**src/rtl/lcd_init_seq_param.sv**
```systemverilog
// ST7735-class panel power-up sequencer and full-window fill engine.
// Emits {dc,byte} one at a time to a byte-level SPI writer, advancing on wr_done.
module lcd_init_seq_param #(
  parameter int unsigned CLK_HZ     = 50_000_000,
  parameter int unsigned T_RSTL_MS  = 20,
  parameter int unsigned T_RSTH_MS  = 20,
  parameter int unsigned T_SLP_MS   = 5,
  parameter int unsigned WIDTH      = 128,
  parameter int unsigned HEIGHT     = 160,
  parameter int unsigned X_OFS      = 0,
  parameter int unsigned Y_OFS      = 0,
  parameter logic [7:0]  MADCTL     = 8'hC0,
  parameter logic [15:0] FILL_COLOR = 16'h0010
) (
  input  logic        sys_clk,
  input  logic        sys_rst_n,
  input  logic        wr_done,
  input  logic        fill_req,
  input  logic [15:0] fill_color,
  output logic        lcd_rst,
  output logic [8:0]  init_data,
  output logic        en_write,
  output logic        busy,
  output logic        init_done,
  output logic        fill_done
);

  localparam int unsigned CYC_PER_MS = CLK_HZ / 1000;
  localparam int unsigned T_RSTL     = CYC_PER_MS * T_RSTL_MS;
  localparam int unsigned T_RSTH     = CYC_PER_MS * T_RSTH_MS;
  localparam int unsigned T_SLP      = CYC_PER_MS * T_SLP_MS;
  localparam int unsigned T_MAX0     = (T_RSTL > T_RSTH) ? T_RSTL : T_RSTH;
  localparam int unsigned T_MAX      = (T_MAX0 > T_SLP) ? T_MAX0 : T_SLP;
  localparam int          DLY_W      = (T_MAX < 2) ? 1 : $clog2(T_MAX);

  // A zero-length delay degenerates to a single cycle.
  localparam logic [DLY_W-1:0] RSTL_LAST = DLY_W'((T_RSTL > 0) ? T_RSTL - 1 : 0);
  localparam logic [DLY_W-1:0] RSTH_LAST = DLY_W'((T_RSTH > 0) ? T_RSTH - 1 : 0);
  localparam logic [DLY_W-1:0] SLP_LAST  = DLY_W'((T_SLP > 0) ? T_SLP - 1 : 0);

  localparam int unsigned      PIX_BYTES = WIDTH * HEIGHT * 2;
  localparam int               PIX_W     = $clog2(PIX_BYTES + 1);
  localparam logic [PIX_W-1:0] PIX_LAST  = PIX_W'(PIX_BYTES - 1);

  localparam logic [15:0] XS = 16'(X_OFS);
  localparam logic [15:0] XE = 16'(X_OFS + WIDTH - 1);
  localparam logic [15:0] YS = 16'(Y_OFS);
  localparam logic [15:0] YE = 16'(Y_OFS + HEIGHT - 1);

  localparam logic [3:0] HDR_PIX = 4'd11;  // header index meaning "streaming pixels"

  localparam int         INIT_LEN  = 77;
  localparam logic [6:0] INIT_LAST = 7'(INIT_LEN - 1);

  // Bit 8 set marks a data byte, clear marks a command byte.
  localparam logic [8:0] INIT_ROM [INIT_LEN] = '{
    9'h0B1, 9'h101, 9'h12C, 9'h12D,
    9'h0B2, 9'h101, 9'h12C, 9'h12D,
    9'h0B3, 9'h101, 9'h12C, 9'h12D, 9'h101, 9'h12C, 9'h12D,
    9'h0B4, 9'h107,
    9'h0C0, 9'h1A2, 9'h102, 9'h184,
    9'h0C1, 9'h1C5,
    9'h0C2, 9'h10A, 9'h100,
    9'h0C3, 9'h18A, 9'h12A,
    9'h0C4, 9'h18A, 9'h1EE,
    9'h0C5, 9'h10E,
    9'h036, {1'b1, MADCTL},
    9'h0E0, 9'h10F, 9'h11A, 9'h10F, 9'h118, 9'h12F, 9'h128, 9'h120, 9'h122,
            9'h11F, 9'h11B, 9'h123, 9'h137, 9'h100, 9'h107, 9'h102, 9'h110,
    9'h0E1, 9'h10F, 9'h11B, 9'h10F, 9'h117, 9'h133, 9'h12C, 9'h129, 9'h12E,
            9'h130, 9'h130, 9'h139, 9'h13F, 9'h100, 9'h107, 9'h103, 9'h110,
    9'h0F0, 9'h101,
    9'h0F6, 9'h100,
    9'h03A, 9'h105,
    9'h029
  };

  typedef enum logic [2:0] {
    ST_RST_LOW,
    ST_RST_HIGH,
    ST_SLPOUT,
    ST_SLP_WAIT,
    ST_INIT,
    ST_FILL,
    ST_IDLE
  } state_t;

  state_t           state_reg,     state_next;
  logic [DLY_W-1:0] dly_cnt_reg,   dly_cnt_next;
  logic [6:0]       init_idx_reg,  init_idx_next;
  logic [3:0]       hdr_cnt_reg,   hdr_cnt_next;
  logic [PIX_W-1:0] pix_cnt_reg,   pix_cnt_next;
  logic [15:0]      color_reg,     color_next;
  logic             pending_reg,   pending_next;
  logic             lcd_rst_reg,   lcd_rst_next;
  logic [8:0]       init_data_reg, init_data_next;
  logic             en_write_reg,  en_write_next;
  logic             init_done_reg, init_done_next;
  logic             fill_done_reg, fill_done_next;

  // Window header followed by the pixel stream, high byte of each pixel first.
  function automatic logic [8:0] fill_byte(input logic [3:0] hdr, input logic pix_lsb,
                                           input logic [15:0] color);
    logic [8:0] b;
    case (hdr)
      4'd0:    b = 9'h02A;
      4'd1:    b = {1'b1, XS[15:8]};
      4'd2:    b = {1'b1, XS[7:0]};
      4'd3:    b = {1'b1, XE[15:8]};
      4'd4:    b = {1'b1, XE[7:0]};
      4'd5:    b = 9'h02B;
      4'd6:    b = {1'b1, YS[15:8]};
      4'd7:    b = {1'b1, YS[7:0]};
      4'd8:    b = {1'b1, YE[15:8]};
      4'd9:    b = {1'b1, YE[7:0]};
      4'd10:   b = 9'h02C;
      default: b = pix_lsb ? {1'b1, color[7:0]} : {1'b1, color[15:8]};
    endcase
    return b;
  endfunction

  always_comb begin
    state_next     = state_reg;
    dly_cnt_next   = dly_cnt_reg;
    init_idx_next  = init_idx_reg;
    hdr_cnt_next   = hdr_cnt_reg;
    pix_cnt_next   = pix_cnt_reg;
    color_next     = color_reg;
    pending_next   = pending_reg;
    init_done_next = init_done_reg;
    fill_done_next = 1'b0;

    // One-deep request memory; the colour is taken later, at acceptance.
    if (fill_req && (state_reg != ST_IDLE)) begin
      pending_next = 1'b1;
    end

    case (state_reg)
      ST_RST_LOW: begin
        if (dly_cnt_reg == RSTL_LAST) begin
          state_next   = ST_RST_HIGH;
          dly_cnt_next = '0;
        end else begin
          dly_cnt_next = dly_cnt_reg + 1'b1;
        end
      end
      ST_RST_HIGH: begin
        if (dly_cnt_reg == RSTH_LAST) begin
          state_next   = ST_SLPOUT;
          dly_cnt_next = '0;
        end else begin
          dly_cnt_next = dly_cnt_reg + 1'b1;
        end
      end
      ST_SLPOUT: begin
        if (wr_done) begin
          state_next   = ST_SLP_WAIT;
          dly_cnt_next = '0;
        end
      end
      ST_SLP_WAIT: begin
        if (dly_cnt_reg == SLP_LAST) begin
          state_next    = ST_INIT;
          dly_cnt_next  = '0;
          init_idx_next = '0;
        end else begin
          dly_cnt_next = dly_cnt_reg + 1'b1;
        end
      end
      ST_INIT: begin
        if (wr_done) begin
          if (init_idx_reg == INIT_LAST) begin
            state_next   = ST_FILL;
            hdr_cnt_next = '0;
            pix_cnt_next = '0;
            color_next   = FILL_COLOR;
          end else begin
            init_idx_next = init_idx_reg + 7'd1;
          end
        end
      end
      ST_FILL: begin
        if (wr_done) begin
          if (hdr_cnt_reg != HDR_PIX) begin
            hdr_cnt_next = hdr_cnt_reg + 4'd1;
          end else if (pix_cnt_reg == PIX_LAST) begin
            state_next     = ST_IDLE;
            fill_done_next = 1'b1;
            init_done_next = 1'b1;
          end else begin
            pix_cnt_next = pix_cnt_reg + 1'b1;
          end
        end
      end
      ST_IDLE: begin
        if (fill_req || pending_reg) begin
          state_next   = ST_FILL;
          hdr_cnt_next = '0;
          pix_cnt_next = '0;
          color_next   = fill_color;
          pending_next = 1'b0;
        end
      end
      default: state_next = ST_RST_LOW;
    endcase

    // Outputs are registered from the next-state view so byte and strobe stay aligned.
    lcd_rst_next  = lcd_rst_reg | (state_next == ST_RST_HIGH);
    en_write_next = (state_next == ST_SLPOUT) || (state_next == ST_INIT) ||
                    (state_next == ST_FILL);
    case (state_next)
      ST_SLPOUT: init_data_next = 9'h011;
      ST_INIT:   init_data_next = INIT_ROM[init_idx_next];
      ST_FILL:   init_data_next = fill_byte(hdr_cnt_next, pix_cnt_next[0], color_next);
      default:   init_data_next = 9'h100;
    endcase
  end

  always_ff @(posedge sys_clk or negedge sys_rst_n) begin
    if (!sys_rst_n) begin
      state_reg     <= ST_RST_LOW;
      dly_cnt_reg   <= '0;
      init_idx_reg  <= '0;
      hdr_cnt_reg   <= '0;
      pix_cnt_reg   <= '0;
      color_reg     <= '0;
      pending_reg   <= 1'b0;
      lcd_rst_reg   <= 1'b0;
      init_data_reg <= 9'h100;
      en_write_reg  <= 1'b0;
      init_done_reg <= 1'b0;
      fill_done_reg <= 1'b0;
    end else begin
      state_reg     <= state_next;
      dly_cnt_reg   <= dly_cnt_next;
      init_idx_reg  <= init_idx_next;
      hdr_cnt_reg   <= hdr_cnt_next;
      pix_cnt_reg   <= pix_cnt_next;
      color_reg     <= color_next;
      pending_reg   <= pending_next;
      lcd_rst_reg   <= lcd_rst_next;
      init_data_reg <= init_data_next;
      en_write_reg  <= en_write_next;
      init_done_reg <= init_done_next;
      fill_done_reg <= fill_done_next;
    end
  end

  assign lcd_rst   = lcd_rst_reg;
  assign init_data = init_data_reg;
  assign en_write  = en_write_reg;
  assign busy      = (state_reg != ST_IDLE);
  assign init_done = init_done_reg;
  assign fill_done = fill_done_reg;

endmodule
```
**config.mk**
```make
export PLATFORM = sky130hd
export DESIGN_NAME = lcd_init_seq_param
export DESIGN_NICKNAME = d
export VERILOG_FILES = /design/src/rtl/lcd_init_seq_param.sv
export SDC_FILE = /design/constraint.sdc
export NUM_CORES = 1
export LEC_CHECK = 0
export CORE_MARGIN = 2
export CORE_UTILIZATION = 60
export DETAILED_ROUTE_END_ITERATION = 12
export HOLD_SLACK_MARGIN = 0.1
export PLACE_DENSITY = 0.78
export SLEW_MARGIN = 10
export SYNTH_ARGS = -nofsm -noshare
export SYNTH_HDL_FRONTEND = slang
export SYNTH_SLANG_ARGS = --single-unit
```
**constraint.sdc**
```tcl
create_clock -name sys_clk -period 4.1 [get_ports sys_clk]
set_input_delay 1.025 -clock sys_clk [delete_from_list [all_inputs] [get_ports sys_clk]]
set_output_delay 1.025 -clock sys_clk [all_outputs]
set_load 0.05 [all_outputs]
```
==> out/summary.txt, run 1 <==
worst hold margin = 0.475 ns
FMAX = 0.261 GHz
largest area contributor in the netlist = dfrtp_1
count of input and output buffers = 33
EDFF count, synth = 0
Post-Synthesis Cell Area = 5510 sq um
DRT Pass-1 Iters = 5
GRT Util Overall = 32.4%
clk slew on worst S/H paths = 0.10 ns
grt total ovfl = 0
Via Count = 5352
layout cells sized above 1 = 13.3%
clk_lat worst skew = 0.36 ns
most frequently used flop master after synthesis = dfrtp_1
dpl cells = 784
Root Driver = clkbuf_8
Synth cell types = 91
Slew @ Worst Pin = 1.04 ns
DIE AREA = 9960 sq um
GP Congestion = 1.02
first-pass GRT wire length = 25800 microns
clock sinks = 80
initial cell density of the core = 62.5%
most frequent cells in the layout = dfrtp_1, nor2_1, nand2_1
Max-Cap Viols = 0
H-tree depth = 3
Final min period = 3.83 ns
critical path class = input pin to register
sequential share of the synthesized area = 36.4%
CTS max path bufs = 2
most common cell after layout, fill and taps aside = dfrtp_1
nets@finish = 719
post-detail-place hpwl = 11000 microns
core footprint = 8810 sq um
vias in the first global route = 5236
# fillers = 672
largest net degree at the start of global routing = 81
vias per cell = 6.69
setup violators final = 0
TritonCTS Buffers = 9
PwrDens = 227 nW/um^2
final wirelength = 15600 microns
final hold violation count = 0
Die Ht = 99.8 microns
Worst Setup End Kind = register
clk_skew = 0.0206 ns
Wirelength per Cell = 19.5 microns
max_slew headroom = 30.4%
status = complete, no violations
Area Overhead vs Synth = 13.9%
Peak VDD IR = 176 uV
synthesized net count = 671
# rows = 34
number of synthesized register bits = 80
Hold Crit Class = register to register
n_diodes = 0
synthesis warning total = 0
final core utilization = 71.2%
Post-DRT Antenna Nets = 0
period utilization = 93.4%
Power, Total = 1.42 mW
final cell count without fillers = 800
Ports = 34
DR DRC count = 0
crit-path max FO = 15
Worst Setup Start Kind = input pin
Slew Limit Fails = 0
post-CTS sizing = 0
Post-CTS Repair Setup Buffers = 0
RSZ-0062 raised after global routing = false
antenna violations before repair = 0
WP data required = 4.39 ns
Synth async-reset ratio = 100%
Synth Area per Inst = 8.62 sq um
top cells by area, synth = dfrtp_1, nor2_1, nand2_1
number of hold buffers added after CTS = 0
area share of the largest cell type after synthesis = 35.9%
synthesized instance count = 639
Leak = 2.78 nW
TNS Setup = 0 ns
CP arrival = 4.12 ns
max reg flops = 20
Chip Width = 99.8 microns
CTS tree = yes
Detailed Route Iter0 Violations = 419
[synthesized netlist by cell type (all sizes together), types with 5 or more instances]
master / count
nand3: 29
a211oi: 7
o21ai: 42
nor3: 10
buf: 17
inv: 22
o311ai: 6
a22o: 16
a31o: 5
dfrtp: 79
ha: 12
nor4: 5
xor2: 14
nand2: 72
and2: 6
clkbuf: 16
a31oi: 12
a21o: 7
mux2i: 12
xnor2: 13
o211ai: 6
nand2b: 7
nor2: 76
and3: 10
a21oi: 30
nand4: 19
mux2: 5
o22ai: 10
[cells by family after synthesis]
group,Yosys count,synth area share (%)
AO/OA/AOI/OAI,183,24.1
buffers and inverters,57,4.61
AND/OR/NAND/NOR,263,24.7
adder cells (fa/ha/maj),12,2.73
XOR/XNOR,27,4.29
multiplexers,17,3.20
flip-flops,80,36.4
[layer usage]
layer	track usage, %	part of all wire (%)	routed length [microns]
met3	5.64	7.0	1090
met4	16.5	4.3	676
met2	53.0	47	7360
met5	0	0	0
met1	41.5	42	6470
[final cells by class]
| cell class | instances | area, sq um | area share, % |
|---|---|---|---|
| Multi-Input combinational cell | 502 | 3250 | 51.8 |
| Sequential cell | 80 | 2000 | 31.9 |
| Timing Repair Buffer | 70 | 606 | 9.66 |
| Clock buffer | 10 | 138 | 2.19 |
| Tap cell | 108 | 135 | 2.15 |
| Inverter | 24 | 90.1 | 1.44 |
| Clock inverter | 6 | 48.8 | 0.778 |
[through the flow]
step	area (sq um)	worst slack, ns
global placement	6080	0.0972
floorplan	5510	0.491
CTS	6270	0.418
detailed placement	6080	0.0520
global route	6270	0.0704
finish	6270	0.271
[worst max-delay path, cell delays in order]
cell,delay (ns)
clkdlybuf4s50_1,0.59
nor4bb_1,0.48
buf_4,0.21
nand4_1,0.12
o21ai_1,0.22
nor2_4,0.13
inv_2,0.26
nor2_1,0.14
a222oi_1,0.44
o221ai_1,0.26
o22ai_1,0.23
[worst paths after layout]
check	slack, ns	cells past startpoint	startpoint	end
setup / recovery	0.27	11	wr_done	init_data[8]
hold / removal	0.48	1	init_done	init_done
setup reg to reg	0.55	12	dly_cnt_reg[4]	init_data[5]
hold reg to reg	0.48	1	init_done	init_done
max in group asynchronous	2.62	1	sys_rst_n	state_reg[1]
min in group asynchronous	0.82	1	sys_rst_n	init_idx_reg[2]
[power breakdown]
part / switching (mW) / internal [mW] / total, mW
logic: 0.0270 / 0.0250 / 0.0520
clock network: 0.326 / 0.244 / 0.570
registers: 0.00216 / 0.796 / 0.798
total: 0.355 / 1.07 / 1.42
Power figures use the tool's default switching activity.
==> run 2: changes to the inputs <==
--- a/config.mk
+++ b/config.mk
@@ -5,6 +5,7 @@
 export SDC_FILE = /design/constraint.sdc
 export NUM_CORES = 1
 export LEC_CHECK = 0
+export CAP_MARGIN = 20
 export CORE_MARGIN = 2
 export CORE_UTILIZATION = 60
 export DETAILED_ROUTE_END_ITERATION = 12
==> run 2 against run 1 <==
Final cell count rose by 0.25%. First-iteration DRC count grew 7.4%. Non-clock buffer count grew 2. Via count increased by 1.1%. Clock skew is essentially flat. Sequential cell count did not move. Critical path depth unchanged. Sequential power about the same. Hold slack got worse by 0.0043 ns. Die area unchanged. Cell area rose by 0.56%. Setup slack better by 0.013 ns. Highest routed layer unchanged.
==> out/summary.txt, run 2 (synthesis results as in run 1) <==
Leak = 2.80 nW (was 2.78 nW)
clk slew on worst S/H paths = 0.10 ns (about the same)
Internal = 1.07 mW (about the same)
Detailed Route Iter0 Violations = 450 (was 419)
Post-DRT Antenna Nets = 0 (unchanged)
antenna violations before repair = 0 (unchanged)
delay of the slowest critical-path stage = 0.59 ns (about the same)
reg2reg path depth = 12 (unchanged)
Slew @ Worst Pin = 0.670 ns (was 1.04 ns)
Worst Setup End Kind = register (unchanged)
Ports = 34 (unchanged)
DR DRC count = 0 (unchanged)
critical path class = input pin to register (unchanged)
CTS tree = yes (unchanged)
Post-CTS Repair Setup Buffers = 0 (unchanged)
CP endpoint = init_data[8] (unchanged)
number of hold buffers added after CTS = 0 (unchanged)
Via Count = 5412 (was 5352)
period utilization = 93.1% (was 93.4%)
vias in the first global route = 5236 (unchanged)
GP Congestion = 1.02 (unchanged)
H-tree depth = 3 (unchanged)
post-CTS sizing = 0 (unchanged)
CTS max path bufs = 2 (unchanged)
Final min period = 3.82 ns (was 3.83 ns)
nets@finish = 721 (was 719)
GRT Util Overall = 32.4% (unchanged)
final hold violation count = 0 (unchanged)
crit-path max FO = 15 (unchanged)
clk_lat worst skew = 0.36 ns (about the same)
final worst slack = 0.284 ns (was 0.271 ns)
r2r setup slk = 0.55 ns (about the same)
vias per cell = 6.75 (was 6.69)
TritonCTS Buffers = 9 (unchanged)
largest net degree at the start of global routing = 81 (unchanged)
max reg flops = 20 (unchanged)
Switching Share = 25.1% (was 25.0%)
Die Ht = 99.8 microns (unchanged)
Max-Cap Viols = 0 (unchanged)
status = complete, no violations (unchanged)
hold path start = init_done (unchanged)
Root Driver = clkbuf_8 (unchanged)
max_slew headroom = 55.2% (was 30.4%)
most frequent cells in the layout = dfrtp_1, nor2_1, nand2_1 (unchanged)
count of input and output buffers = 33 (unchanged)
cell-by-cell trace of the critical path = clkdlybuf4s50_1 > nor4bb_1 > buf_4 > nand4_1 > o21ai_1 > nor2_4 > inv_2 > nor2_1 > a222oi_1 > o221ai_1 > o22ai_1 (unchanged)
DIE AREA = 9960 sq um (unchanged)
sequential share of power = 56.0% (was 56.2%)
pre-CTS WS = 0.0520 ns (unchanged)
RSZ-0062 raised after global routing = false (unchanged)
Reg-to-Reg Start = dly_cnt_reg[4] (unchanged)
Area Overhead vs Synth = 14.5% (was 13.9%)
Worst R2R End = init_data[5] (unchanged)
NetSw = 0.357 mW (was 0.355 mW)
DRT Pass-1 Iters = 6 (was 5)
# rows = 34 (unchanged)
combinational share of power = 3.9% (was 3.7%)
WP data required = 4.39 ns (about the same)
CP arrival = 4.10 ns (was 4.12 ns)
Worst Setup SP = wr_done (unchanged)
Wirelength per Cell = 19.5 microns (about the same)
multi-input logic area = 3250 sq um (unchanged)
clock sinks = 80 (unchanged)
design area = 6310 sq um (was 6270 sq um)
TNS Setup = 0 ns (unchanged)
Worst Setup Start Kind = input pin (unchanged)
clk_skew = 0.0201 ns (was 0.0206 ns)
FMAX = 0.262 GHz (was 0.261 GHz)
post-detail-place hpwl = 11000 microns (unchanged)
Peak VDD IR = 176 uV (about the same)
register area = 2000 sq um (unchanged)
initial cell density of the core = 62.5% (unchanged)
grt total ovfl = 0 (unchanged)
Chip Width = 99.8 microns (unchanged)
layout cells sized above 1 = 13.5% (was 13.3%)
most common cell after layout, fill and taps aside = dfrtp_1 (unchanged)
setup violators final = 0 (unchanged)
Slew Limit Fails = 0 (unchanged)
first-pass GRT wire length = 25800 microns (unchanged)
n_diodes = 0 (unchanged)
Clk network pwr share = 40.1% (about the same)
Hold Crit Class = register to register (unchanged)
worst hold margin = 0.471 ns (was 0.475 ns)
Slowest-stage cell, CP = clkdlybuf4s50_1 (unchanged)
core footprint = 8810 sq um (unchanged)
PwrDens = 226 nW/um^2 (was 227 nW/um^2)
# fillers = 666 (was 672)
placed inst area = 6080 sq um (unchanged)
final wirelength = 15600 microns (about the same)
-- run 2: cell types whose count changed in the layout (fill, tap and decap cells not counted) --
cell / previous run / this run
buf_16: 0 / 1
buf_4: 38 / 39
-- run 2: per-layer routing --
| layer | vias up | share of wire [%] | global-route usage (%) | routed length, microns |
|---|---|---|---|---|
| met5 | - | 0 | 0 | 0 |
| met4 | 0 | 4.6 | 16.5 | 723 |
| met3 | 70 | 8.0 | 5.64 | 1250 |
| met2 | 323 | 47 | 53.0 | 7350 |
| met1 | 2555 | 40 | 41.5 | 6330 |
| li1 | 2464 | - | - | - |
-- run 2: worst min-delay path by stage --
stage	endpoint	cells after the start
finish	init_done	1
CTS	lcd_rst	1
floorplan	color_reg[10]	1
detailed placement	init_done	1
global route	dly_cnt_reg[11]	1
global placement	lcd_rst	1
-- run 2: layout make-up --
type,instances,area share (%)
Multi-Input combinational cell,502,51.5
Sequential cell,80,31.8
Timing Repair Buffer,72,10.2
Clock buffer,10,2.18
Tap cell,108,2.14
Inverter,24,1.43
Clock inverter,6,0.774
-- run 2: worst max-delay path: cells and delay by family --
kind | cells | cell delay (ns)
and+or+nand+nor | 4 | 0.86
buffers and inverters | 3 | 1.06
AOI/OAI and AO/OA | 4 | 1.13
-- run 2: power groups by stage --
stage               combinational (mW)  sequential [mW]  clock (mW)
detailed placement              0.0527            0.814           0
global route                    0.0617            0.799       0.612
CTS                             0.0530            0.798       0.577
floorplan                       0.0143            0.814           0
finish                          0.0553            0.798       0.572
global placement                0.0515            0.814           0
-- run 2: through the flow --
step | utilization, % | power [mW] | instances
after detailed placement | 69.1 | 0.867 | 784
after CTS | 71.2 | 1.43 | 800
after floorplan | - | 0.828 | 639
after global placement | 69.1 | 0.865 | 784
after global routing | 71.6 | 1.47 | 802
final | 71.6 | 1.43 | 802
==> run 3: changes to the inputs <==
--- a/config.mk
+++ b/config.mk
@@ -10,6 +10,7 @@
 export CORE_UTILIZATION = 60
 export DETAILED_ROUTE_END_ITERATION = 12
 export HOLD_SLACK_MARGIN = 0.1
+export MAX_ROUTING_LAYER = met4
 export PLACE_DENSITY = 0.78
 export SLEW_MARGIN = 10
 export SYNTH_ARGS = -nofsm -noshare
==> constraint.sdc (replaced) <==
create_clock -name sys_clk -period 4.2 [get_ports sys_clk]
set_input_delay 1.05 -clock sys_clk [delete_from_list [all_inputs] [get_ports sys_clk]]
set_output_delay 1.05 -clock sys_clk [all_outputs]
set_load 0.05 [all_outputs]
==> run 3 against run 2 <==
Clock skew decreased by 0.0059 ns. Sequential power decreased by 2%. Routed wire length increased by 1.1%. Critical path depth increased by 1. Cell area decreased by 0.85%. Critical path type unchanged. Sequential cell count unchanged. First-iteration DRC count decreased by 5.3%. Clock power increased by 16%. Hold slack about the same.
==> out/summary.txt, run 3 (synthesis results as in run 1) <==
status = complete, no violations (unchanged)
Final min period = 3.82 ns
final worst slack = 0.380 ns (was 0.284 ns)
# rows = 34 (unchanged)
DIE AREA = 9960 sq um (unchanged)
Worst Setup End Kind = register (unchanged)
first-pass GRT wire length = 25900 microns (was 25800 microns)
design area = 6250 sq um (was 6310 sq um)
post-CTS sizing = 0 (unchanged)
vias per cell = 6.77 (was 6.75)
dpl cells = 774 (was 784)
clk slew on worst S/H paths = 0.08 ns (was 0.10 ns)
Die Ht = 99.8 microns (unchanged)
vias in the first global route = 5108 (was 5236)
delay of the slowest critical-path stage = 0.56 ns (was 0.59 ns)
Leak = 2.77 nW (was 2.80 nW)
Root Driver = clkbuf_8 (unchanged)
crit-path max FO = 9 (was 15)
grt total ovfl = 0 (unchanged)
Area Overhead vs Synth = 13.5% (was 14.5%)
CTS max path bufs = 2 (unchanged)
clk_skew = 0.0142 ns (was 0.0201 ns)
GP Congestion = 1.04 (was 1.02)
RSZ-0062 raised after global routing = false (unchanged)
TNS Setup = 0 ns (unchanged)
Post-CTS Repair Setup Buffers = 0 (unchanged)
count of input and output buffers = 33 (unchanged)
Slew Limit Fails = 0 (unchanged)
Hold Crit Class = register to register (unchanged)
layout cells sized above 1 = 12.2% (was 13.5%)
setup violators final = 0 (unchanged)
period utilization = 91.0%
number of hold buffers added after CTS = 0 (unchanged)
Ports = 34 (unchanged)
most common cell after layout, fill and taps aside = dfrtp_1 (unchanged)
WP data required = 4.43 ns (was 4.39 ns)
Worst Setup Start Kind = input pin (unchanged)
Wirelength per Cell = 20.0 microns (was 19.5 microns)
Peak VDD IR = 133 uV (was 176 uV)
TritonCTS Buffers = 9 (unchanged)
max_slew headroom = 33.8% (was 55.2%)
Max-Cap Viols = 0 (unchanged)
cell-by-cell trace of the critical path = clkdlybuf4s50_1 > buf_4 > nand3_1 > o21ai_1 > nand3_1 > o21bai_1 > a21oi_2 > buf_4 > mux2_2 > a21oi_1 > a211oi_1 > or3_1 (was clkdlybuf4s50_1 > nor4bb_1 > buf_4 > nand4_1 > o21ai_1 > nor2_4 > inv_2 > nor2_1 > a222oi_1 > o221ai_1 > o22ai_1)
nets@finish = 710 (was 721)
initial cell density of the core = 62.5% (unchanged)
DR DRC count = 0 (unchanged)
Detailed Route Iter0 Violations = 426 (was 450)
Slowest-stage cell, CP = clkdlybuf4s50_1 (unchanged)
Slew @ Worst Pin = 0.992 ns (was 0.670 ns)
n_diodes = 0 (unchanged)
post-detail-place hpwl = 11100 microns (was 11000 microns)
worst hold margin = 0.471 ns (about the same)
largest net degree at the start of global routing = 81 (unchanged)
clock sinks = 80 (unchanged)
final cell count without fillers = 791 (was 802)
critical path class = input pin to register (unchanged)
placed inst area = 6010 sq um (was 6080 sq um)
final wirelength = 15800 microns (was 15600 microns)
# fillers = 690 (was 666)
GRT Util Overall = 33.5% (was 32.4%)
PwrDens = 239 nW/um^2 (was 226 nW/um^2)
most frequent cells in the layout = dfrtp_1, nor2_1, nand2_1 (unchanged)
FMAX = 0.262 GHz
core footprint = 8810 sq um (unchanged)
clk_lat worst skew = 0.36 ns (about the same)
DRT Pass-1 Iters = 5 (was 6)
antenna violations before repair = 0 (unchanged)
Post-DRT Antenna Nets = 0 (unchanged)
CP arrival = 4.05 ns (was 4.10 ns)
Via Count = 5356 (was 5412)
final hold violation count = 0 (unchanged)
CTS tree = yes (unchanged)
pre-CTS WS = 0.109 ns (was 0.0520 ns)
Chip Width = 99.8 microns (unchanged)
H-tree depth = 3 (unchanged)
max reg flops = 20 (unchanged)
[run 3: area by class of cell]
cell class / instances / area [sq um] / area share (%)
repair buffers: 61 / 538 / 8.61
clock buffers: 10 / 138 / 2.20
clock inverters: 6 / 97.6 / 1.56
well taps: 108 / 135 / 2.16
inverters: 24 / 90.1 / 1.44
multi-input cells: 502 / 3250 / 52.0
flip-flops and latches: 80 / 2000 / 32.0
[run 3: power by group]
part / switching, mW / internal [mW] / leakage (nW)
Clock: 0.301 / 0.361 / 0.119
Sequential: 0.00232 / 0.777 / 1.04
Combinational: 0.0266 / 0.0244 / 1.61
[run 3: metrics by stage]
stage                     total power [mW]  utilization [%]
final                                 1.49             71.0
after global routing                  1.54             71.0
after CTS                             1.50             70.9
after detailed placement             0.846             68.2
after global placement               0.845             68.2
after floorplan                      0.808                -
[run 3: worst max-delay path, delay by kind of cell]
kind	cells	cell delay, ns
AOI/OAI and AO/OA	5	0.95
buffers and inverters	3	0.95
and+or+nand+nor	3	0.73
muxes	1	0.36
[run 3: path summary, 6_finish.rpt]
path / startpoint / to / slack, ns / cells after the start
max reg2reg: dly_cnt_reg[5] / init_data[4] / 0.47 / 9
max: wr_done / init_data[5] / 0.38 / 12
min reg2reg: init_done / init_done / 0.47 / 1
min: init_done / init_done / 0.47 / 1
max in group asynchronous: sys_rst_n / init_data[3] / 2.71 / 1
min in group asynchronous: sys_rst_n / dly_cnt_reg[11] / 0.85 / 1
[run 3: routing by layer]
| metal | global-route usage [%] | routed length [microns] | vias up |
|---|---|---|---|
| met5 | - | 0 | - |
| li1 | - | - | 2444 |
| met4 | 14.3 | 606 | 0 |
| met3 | 4.74 | 1190 | 55 |
| met1 | 44.3 | 6420 | 2550 |
| met2 | 52.1 | 7600 | 307 |
